File: src/rtl/reg_file_ctrl.sv
// Arbiter/sequencer sharing the register file write port and X address between CPU, debug port and a clear sequence.
// Define RF_CLR_ON_RESET_EN to start a full clear sequence straight out of reset.
module reg_file_ctrl #(
    parameter int                DATA_W       = 8,
    parameter int                ADDR_W       = 5,
    parameter logic [DATA_W-1:0] CLR_VALUE    = '0,
    parameter int                STARVE_LIMIT = 8
) (
    input  logic              clk_i,
    input  logic              rst_ni,
    input  logic [ADDR_W-1:0] cpu_adrx_i,
    input  logic [ADDR_W-1:0] cpu_adry_i,
    input  logic [DATA_W-1:0] cpu_din_i,
    input  logic              cpu_wr_i,
    output logic              stall_o,
    input  logic              clr_req_i,
    input  logic              dbg_req_i,
    input  logic              dbg_we_i,
    input  logic [ADDR_W-1:0] dbg_adr_i,
    input  logic [DATA_W-1:0] dbg_din_i,
    output logic              dbg_gnt_o,
    output logic [DATA_W-1:0] dbg_dout_o,
    output logic              dbg_valid_o,
    output logic [ADDR_W-1:0] rf_adrx_o,
    output logic [ADDR_W-1:0] rf_adry_o,
    output logic [DATA_W-1:0] rf_din_o,
    output logic              rf_wr_o,
    input  logic [DATA_W-1:0] rf_dx_i
);

    localparam int              NREGS      = 2 ** ADDR_W;
    localparam logic [ADDR_W:0] CLR_LAST   = (ADDR_W + 1)'(NREGS - 1);
    localparam logic [ADDR_W:0] CLR_STEP   = (ADDR_W + 1)'(1);
    localparam logic [7:0]      WAIT_LIMIT = 8'(STARVE_LIMIT);
    localparam logic [7:0]      WAIT_MAX   = 8'hFF;
    localparam logic [7:0]      WAIT_STEP  = 8'h01;

    typedef enum logic [1:0] {
        ST_CLEAR = 2'd0,
        ST_RUN   = 2'd1,
        ST_DBG   = 2'd2
    } state_e;

`ifdef RF_CLR_ON_RESET_EN
    localparam state_e RESET_STATE = ST_CLEAR;
`else
    localparam state_e RESET_STATE = ST_RUN;
`endif

    state_e            state_q;
    logic [ADDR_W:0]   clr_cnt_q;
    logic [7:0]        wait_cnt_q;
    logic [DATA_W-1:0] dbg_dout_q;
    logic              dbg_valid_q;
    logic              dbg_win;

    // The valid term forces one RUN cycle between debug accesses so a held request cannot hog the file.
    assign dbg_win = dbg_req_i && (!cpu_wr_i || (wait_cnt_q >= WAIT_LIMIT)) && !dbg_valid_q;

    always_ff @(posedge clk_i) begin
        if (!rst_ni) begin
            state_q     <= RESET_STATE;
            clr_cnt_q   <= '0;
            wait_cnt_q  <= '0;
            dbg_dout_q  <= '0;
            dbg_valid_q <= 1'b0;
        end else begin
            dbg_valid_q <= 1'b0;
            case (state_q)
                ST_CLEAR: begin
                    clr_cnt_q <= clr_cnt_q + CLR_STEP;
                    if (clr_cnt_q == CLR_LAST) begin
                        state_q <= ST_RUN;
                    end
                end
                ST_RUN: begin
                    if (clr_req_i) begin
                        state_q   <= ST_CLEAR;
                        clr_cnt_q <= '0;
                    end else if (dbg_win) begin
                        state_q <= ST_DBG;
                    end

                    if (!clr_req_i && dbg_win) begin
                        wait_cnt_q <= '0;
                    end else if (!dbg_req_i) begin
                        wait_cnt_q <= '0;
                    end else if (wait_cnt_q != WAIT_MAX) begin
                        wait_cnt_q <= wait_cnt_q + WAIT_STEP;
                    end
                end
                ST_DBG: begin
                    dbg_dout_q  <= rf_dx_i;
                    dbg_valid_q <= 1'b1;
                    state_q     <= ST_RUN;
                end
                default: begin
                    state_q <= ST_RUN;
                end
            endcase
        end
    end

    // Whoever owns the file this cycle steers the shared X address and write port.
    always_comb begin
        rf_adrx_o = cpu_adrx_i;
        rf_din_o  = cpu_din_i;
        rf_wr_o   = 1'b0;
        case (state_q)
            ST_RUN: begin
                rf_wr_o = cpu_wr_i;
            end
            ST_CLEAR: begin
                rf_adrx_o = clr_cnt_q[ADDR_W-1:0];
                rf_din_o  = CLR_VALUE;
                rf_wr_o   = 1'b1;
            end
            ST_DBG: begin
                rf_adrx_o = dbg_adr_i;
                rf_din_o  = dbg_din_i;
                rf_wr_o   = dbg_we_i;
            end
            default: begin
                rf_wr_o = 1'b0;
            end
        endcase
    end

    assign rf_adry_o   = cpu_adry_i;
    assign stall_o     = (state_q != ST_RUN);
    assign dbg_gnt_o   = (state_q == ST_DBG);
    assign dbg_dout_o  = dbg_dout_q;
    assign dbg_valid_o = dbg_valid_q;

endmodule

File: config.mk
export PLATFORM = sky130hd
export DESIGN_NAME = reg_file_ctrl
export DESIGN_NICKNAME = d
export VERILOG_FILES = /design/src/rtl/reg_file_ctrl.sv
export SDC_FILE = /design/constraint.sdc
export NUM_CORES = 1
export LEC_CHECK = 0
export CAP_MARGIN = 20
export CORE_ASPECT_RATIO = 0.75
export CORE_MARGIN = 3
export CORE_UTILIZATION = 24
export DETAILED_ROUTE_END_ITERATION = 16
export GPL_TIMING_DRIVEN = 0
export SLEW_MARGIN = 20
export SYNTH_ARGS = -nofsm -noshare
export SYNTH_HDL_FRONTEND = slang
export SYNTH_SLANG_ARGS = --single-unit
File: constraint.sdc
create_clock -name clk_i -period 1.5 [get_ports clk_i]
set_input_delay 0.15 -clock clk_i [delete_from_list [all_inputs] [get_ports clk_i]]
set_output_delay 0.15 -clock clk_i [all_outputs]
set_load 0.02 [all_outputs]
Word level (Yosys, flattened, before mapping)
Index checks and enable logic that the tools add are counted.
{"block": "totals", "register_bits": 25, "output_inout_bits": 30}
{"block": "classes", "n_eq_ne": 9, "mux": 13, "add_sub_neg": 2, "n_lt_le_gt_ge": 1, "n_reduce_logical": 12}
{"cell": "8-bit 2-to-1 mux", "count": 3}
{"cell": "8-bit case mux with 2 select lines", "count": 1}
{"cell": "6-bit case mux with 2 select lines", "count": 1}
{"cell": "5-bit case mux with 2 select lines", "count": 1}
{"cell": "8-bit by 1-bit adder with 8-bit output, second input constant", "count": 1}
{"cell": "8-bit by 4-bit greater-or-equal comparator with 1-bit output, second input constant", "count": 1}
{"cell": "8-bit != test, second input constant", "count": 1}
{"cell": "6-bit by 1-bit adder with 6-bit output, second input constant", "count": 1}
{"cell": "6-bit by 5-bit equality test with 1-bit output, second input constant", "count": 1}
{"cell": "2-bit 2-to-1 mux", "count": 3}
{"cell": "6-bit 2-to-1 mux", "count": 1}
{"cell": "2-bit AND reduction", "count": 3}
{"cell": "2-bit != test, second input constant", "count": 2}
{"cell": "2-bit case mux with 2 select lines", "count": 1}
{"cell": "1-bit logical AND", "count": 3}
{"cell": "1-bit logical NOT", "count": 3}
{"cell": "3-bit by 1-bit != test with 1-bit output, second input constant", "count": 1}
{"cell": "3-bit != test, second input constant", "count": 1}
{"cell": "1-bit case mux with 3 select lines", "count": 1}
{"cell": "2-bit by 1-bit equality test with 1-bit output, second input constant", "count": 1}
{"cell": "2-bit equality test, second input constant", "count": 1}
{"cell": "2-bit logical NOT", "count": 1}
{"cell": "2-bit by 1-bit != test with 1-bit output, second input constant", "count": 1}
{"cell": "2-bit nonzero test", "count": 1}
{"cell": "other kinds (2)", "count": 2}

Logic depth before layout (Yosys ltp)
{"block": "logic_depth", "word_depth": 7, "mapped_depth": 6, "depth_no_buf": 5}

Worst setup path after synthesis
Ideal clock, no wire load.
{"block": "synth_timing", "path_type": "reg-to-output", "startpoint": "register state_q[1]", "endpoint": "output rf_din_o[0]", "arrival_ns": 1.439, "path_buffers": 2, "stages_incl_launch_ff": 6, "slack_ns": -0.089, "t_required_ns": 1.350, "cell_sequence": "dfxtp_1 -> nand2b_1 -> buf_2 -> clkinv_1 -> clkbuf_1 -> a22o_1"}
{"block": "synth_via", "elab_chain_len": 2, "elab_cells_between_ends": 3, "cone_classes": "eq/ne (1); mux (1); reduce/logical (1)"}
{"element": "start, declared", "line_no": "50", "text": "state_e state_q;"}
{"element": "start signal, assigned", "line_no": "62", "text": "state_q <= RESET_STATE;"}
{"element": "start signal, assigned", "line_no": "73", "text": "state_q <= ST_RUN;"}
{"element": "start signal, assigned", "line_no": "78", "text": "state_q <= ST_CLEAR;"}
{"element": "2-bit equality test"}
{"element": "net dbg_gnt_o", "line_no": "21", "text": "output logic dbg_gnt_o,"}
{"element": "8-bit case mux with 2 select lines", "line_no": "109", "text": "case (state_q)"}
{"element": "end, declared", "line_no": "26", "text": "output logic [DATA_W-1:0] rf_din_o,"}
The timed path passes the listed nets, and every way through them passes these cells.

Final worst setup path
{"block": "layout_timing", "startpoint": "register wait_cnt_q[7]", "endpoint": "register wait_cnt_q[0]"}
{"block": "layout_via", "elab_chain_len": 7, "elab_cells_between_ends": 9, "cone_classes": "order compare (1); eq/ne (2); mux (1); reduce/logical (5)"}
{"element": "start, declared", "line_no": "52", "text": "logic [7:0] wait_cnt_q;"}
{"element": "start signal, assigned", "line_no": "89", "text": "wait_cnt_q <= wait_cnt_q + WAIT_STEP;"}
{"element": "8-bit by 4-bit greater-or-equal comparator with 1-bit output", "line_no": "58", "text": "assign dbg_win = dbg_req_i && (!cpu_wr_i || (wait_cnt_q >= WAIT_LIMIT)) && !dbg_valid_q;"}
{"element": "1-bit logical OR", "line_no": "58"}
{"element": "1-bit logical AND (2 in a row)", "line_no": "58"}
{"element": "1-bit logical AND", "line_no": "84", "text": "if (!clr_req_i && dbg_win) begin"}
{"element": "3-bit by 1-bit != test with 1-bit output (no source line)"}
{"element": "2-bit AND reduction (no source line)"}
Parallel ways exist; a longest one is shown, timed or not.
A chain may end at the register's enable or synchronous reset.

==> results.env <==
STATUS='complete, but fails checks'
FAILING_CHECKS='negative setup slack'
GRT.OVERFLOW.TOTAL=0
LAYOUT.AREA.SEQ_SQ_UM=512
HOLD_VIOL=0
NUMPORTBUFFERS=68
CRITICAL_PATH_REQUIRED_PS=1720
MIN-DELAY-PATH-CLASS='primary input to register'
MAX_FREQUENCY_GHz=0.638
START_KIND='register'
CRITICAL_PATH.CELL_CHAIN='or4_4 -> o21a_4 -> nor3b_4 -> mux2_2'
CRITICAL_PATH_ARRIVAL_PS=1790
NUMBER_OF_UNIQUE_STANDARD_CELL_TYPES_USED_BY_SYNTHESIS=43
PLACED_CELLS=330
DIE_HEIGHT_UM=74.6
WORST_SLEW_MARGIN_REL=0.713
PWR_DENSITY_CELL_mW_PER_MM2=631
HOLD_WORST_SLACK_PS=307
FLOORPLAN.CORE_AREA_SQ_MM=0.00595
CTS_TREE='built'
ANTENNA_VIOLATION_NET_COUNT_AFTER_DETAILED_ROUTING=0
CLK_ROOT_BUFFER_CELL='clkbuf_8'
ANTENNA_FOUND_INITIAL=0
GRT_PASS1_VIAS=1365
DRT_PASS1_ITERATIONS=4
WORST_SLACK_PS=-68.2
FINALWEIGHTEDCONGESTION=0.816
STARTPOINT_TO_ENDPOINT_CLASS_OF_THE_CRITICAL_PATH='register to register'
MULTI_INPUT_AREA_SQ_UM=943
GRT_SETUP_UNREPAIRED='yes'
FINAL_CELL_AREA_SQ_MM=0.00240
VDD.IR_DROP.WORST_mV=0.362
FINISH.NET_COUNT=309
YOSYSWARNINGS=0
CELLLEAKAGEPOWER_nW=0.909
CAP_VIOLATIONS=0
DRT-INITIAL-DRC-COUNT=64
YS_FF_LATCH=25
CTS_MAX_LEVEL=1
SYNTH-EDFF-COUNT=0
CLOCK_LATENCY_ON_THE_WORST_SKEW_PAIR_PS=270
NUM_ROWS=24
DIODES=0
HOLD_BUFFERS=0
POSTPLACECELLAREA_SQ_MM=0.00229
SYN_NETS=232
TIMING.CRITICAL_PATH.TO_TYPE='register'
WIRE_LENGTH_OF_THE_FIRST_GLOBAL_ROUTING_PASS_UM=6620
CTS.CLK_SLEW.WORST_PATHS_PS=90
SYN_TO_FINAL_GROWTH_PCT=59.2
POST_SYNTH_INST_COUNT=184
GRT.TOTAL_USAGE=0.111
SHARE_OF_THE_YOSYS_CHIP_AREA_BELONGING_TO_REGISTERS=0.332
CP_SLOWEST_CELL='or4_4'
ASYNC_FLOP_SHARE=0
ROUTE.VIAS.TOTAL=1542
DOMINANTREGCELLSYNTH='dfxtp_1'
DETAIL_ROUTE.DRC_VIOLATIONS=0
FINAL.MIN_CLOCK_PERIOD_PS=1570
CTS-ROOT-TO-SINK-BUFFERS=2
R2R_SETUP_SLACK_PS=-70
PIN_COUNT=75
REPORT.FINAL.SETUP_VIOL=6
GRT_START_MAX_NET_PINS=16
HPWL_UM=3120
FILLER_CELL_COUNT=648
DIE_AREA_SQ_MM=0.00728
TOTAL_WIRELENGTH_OF_THE_DETAILED_ROUTED_DESIGN_UM=4190
CRITICAL-PATH-MAX-STAGE-DELAY_PS=570
SKEW_PS=3.88
CHIP_WIDTH_UM=97.5
TRITONCTS_BUFFERS=3
SYNTH_AREA_PER_CELL_SQ_UM=8.19
TIMING_MAX_TRANSITION_VIOLATIONS_FINAL=0
HIGHEST_FANOUT_SEEN_ON_THE_CRITICAL_PATH=5
LAYOUT_WORST_PATH_CYCLE_SHARE=1.05
POST_DRT_VIA_CELL_RATIO=4.56
FINAL_LAYOUT_SIZE_SUFFIX_GT1_FRAC=0.215
WORST-SLEW-PIN-TRANSITION_PS=430
START_UTIL=0.254
POST_LAYOUT_NONFILLER_INSTANCES=338
NUMCLOCKSINKS=25
MAPPEDNETLISTAREA_SQ_MM=0.00151
FINAL_ROUTED_WIRE_LENGTH_DIVIDED_BY_CELL_COUNT_UM=12.4
-- cell families (layout without fill, tap and decap cells) --
group                    Yosys count  count (layout)  synth area share
adder cells (fa/ha/maj)            3               3            0.0249
AO/OA/AOI/OAI                     50              50             0.237
buffers and inverters             20              96            0.0689
AND/OR/NAND/NOR                   75              75             0.264
multiplexers                      11              11            0.0739
flip-flops                        25              25             0.332
-- Yosys cell counts (3+ instances only) --
cell       instances  area share
mux2i_1           10       0.066
o21ai_0           11       0.037
nand2_1           26       0.065
nand4_1            4       0.017
clkbuf_1           6       0.015
nor3_1             4       0.013
ha_1               3       0.025
a21boi_0           8       0.040
o2bb2ai_1          3       0.017
nor2b_1            4       0.017
inv_1              3      0.0075
nor2_1             9       0.022
nor3b_1            4       0.020
buf_4              5       0.025
nand2b_1           5       0.021
nand3_1            6       0.020
and2_1             4       0.017
a22o_1             9       0.052
a21oi_1            7       0.023
dfxtp_1           25        0.33
-- state kept, by name, summed over array words and instances, names as in the netlist --
signal       flops
dbg_valid_o      1
wait_cnt_q       8
state_q          2
clr_cnt_q        6
dbg_dout_o       8
-- path summary, 6_finish.rpt --
kind / start / endpoint / depth (start not counted)
worst max-delay path: wait_cnt_q[7] / wait_cnt_q[0] / 4
worst min-delay path: rst_ni / clr_cnt_q[5] / 3
worst max register to register: wait_cnt_q[7] / wait_cnt_q[0] / 4
worst min register to register: dbg_dout_o[7] / dbg_dout_o[7] / 2
-- area by class of cell --
cell class	count	area share
clock buffer	3	0.0172
buffer	14	0.0506
inverter	4	0.0115
multi-input combinational	139	0.393
clock inverter	1	0.00313
tap	78	0.0407
timing repair buffer	74	0.271
sequential	25	0.213
-- where the power goes --
part	total (W)	internal [W]	switching, W
clock network	0.000417	0.000188	0.000228
registers	0.000685	0.000673	0.0000128
logic	0.000411	0.000227	0.000184
-- worst max-delay path, delay by kind of cell, from the launching register on --
kind / cells / cell delay [ps]
AO/OA/AOI/OAI: 1 / 250
flip-flops: 1 / 360
multiplexers: 1 / 160
AND/OR/NAND/NOR: 2 / 750
-- metrics by stage --
step | setup TNS [ps] | util | total power (W) | setup slack (ps)
after global routing | -701 | 0.404 | 0.00160 | -121
after detailed placement | -9170 | 0.385 | 0.00111 | -657
after CTS | -218 | 0.401 | 0.00153 | -70.0
after global placement | -9200 | 0.385 | 0.00111 | -655
final | -242 | 0.404 | 0.00151 | -68.2
after floorplan | 0 | - | 0.000895 | 0.327
-- repair_timing --
action,in CTS,in global routing
buffers inserted,6,0
resized for setup,86,9
endpoints found under the hold margin,0,0
pin swaps,3,0
endpoints found under the setup margin,25,22
-- cells in the final DEF, fill, tap and decap left out, types with 2 or more instances in the layout --
master	instances
nor3b_1	4
a21oi_1	7
dfxtp_4	2
buf_4	11
buf_6	2
nand2b_1	4
nor3_1	4
clkbuf_8	5
nand3_1	6
and2_1	4
dfxtp_1	20
mux2i_1	9
or2_2	2
inv_1	3
clkdlybuf4s50_1	52
a22oi_1	2
ha_1	3
nor2b_1	3
a22o_1	9
dfxtp_2	3
o21ai_1	5
nand2_1	26
nand4_1	4
nor2_1	9
o21ai_0	6
a21boi_0	8
o2bb2ai_1	3
clkbuf_1	3
buf_2	15
o31ai_1	2
-- routing by layer --
metal	part of all wire	track usage	up-vias	routed length [um]
met5	0	0	-	0
met4	0	0	0	0
met3	0.076	0.0417	0	318
met2	0.42	0.172	51	1770
met1	0.50	0.157	689	2100
li1	-	-	802	-
(Power assumes the default switching activity.)
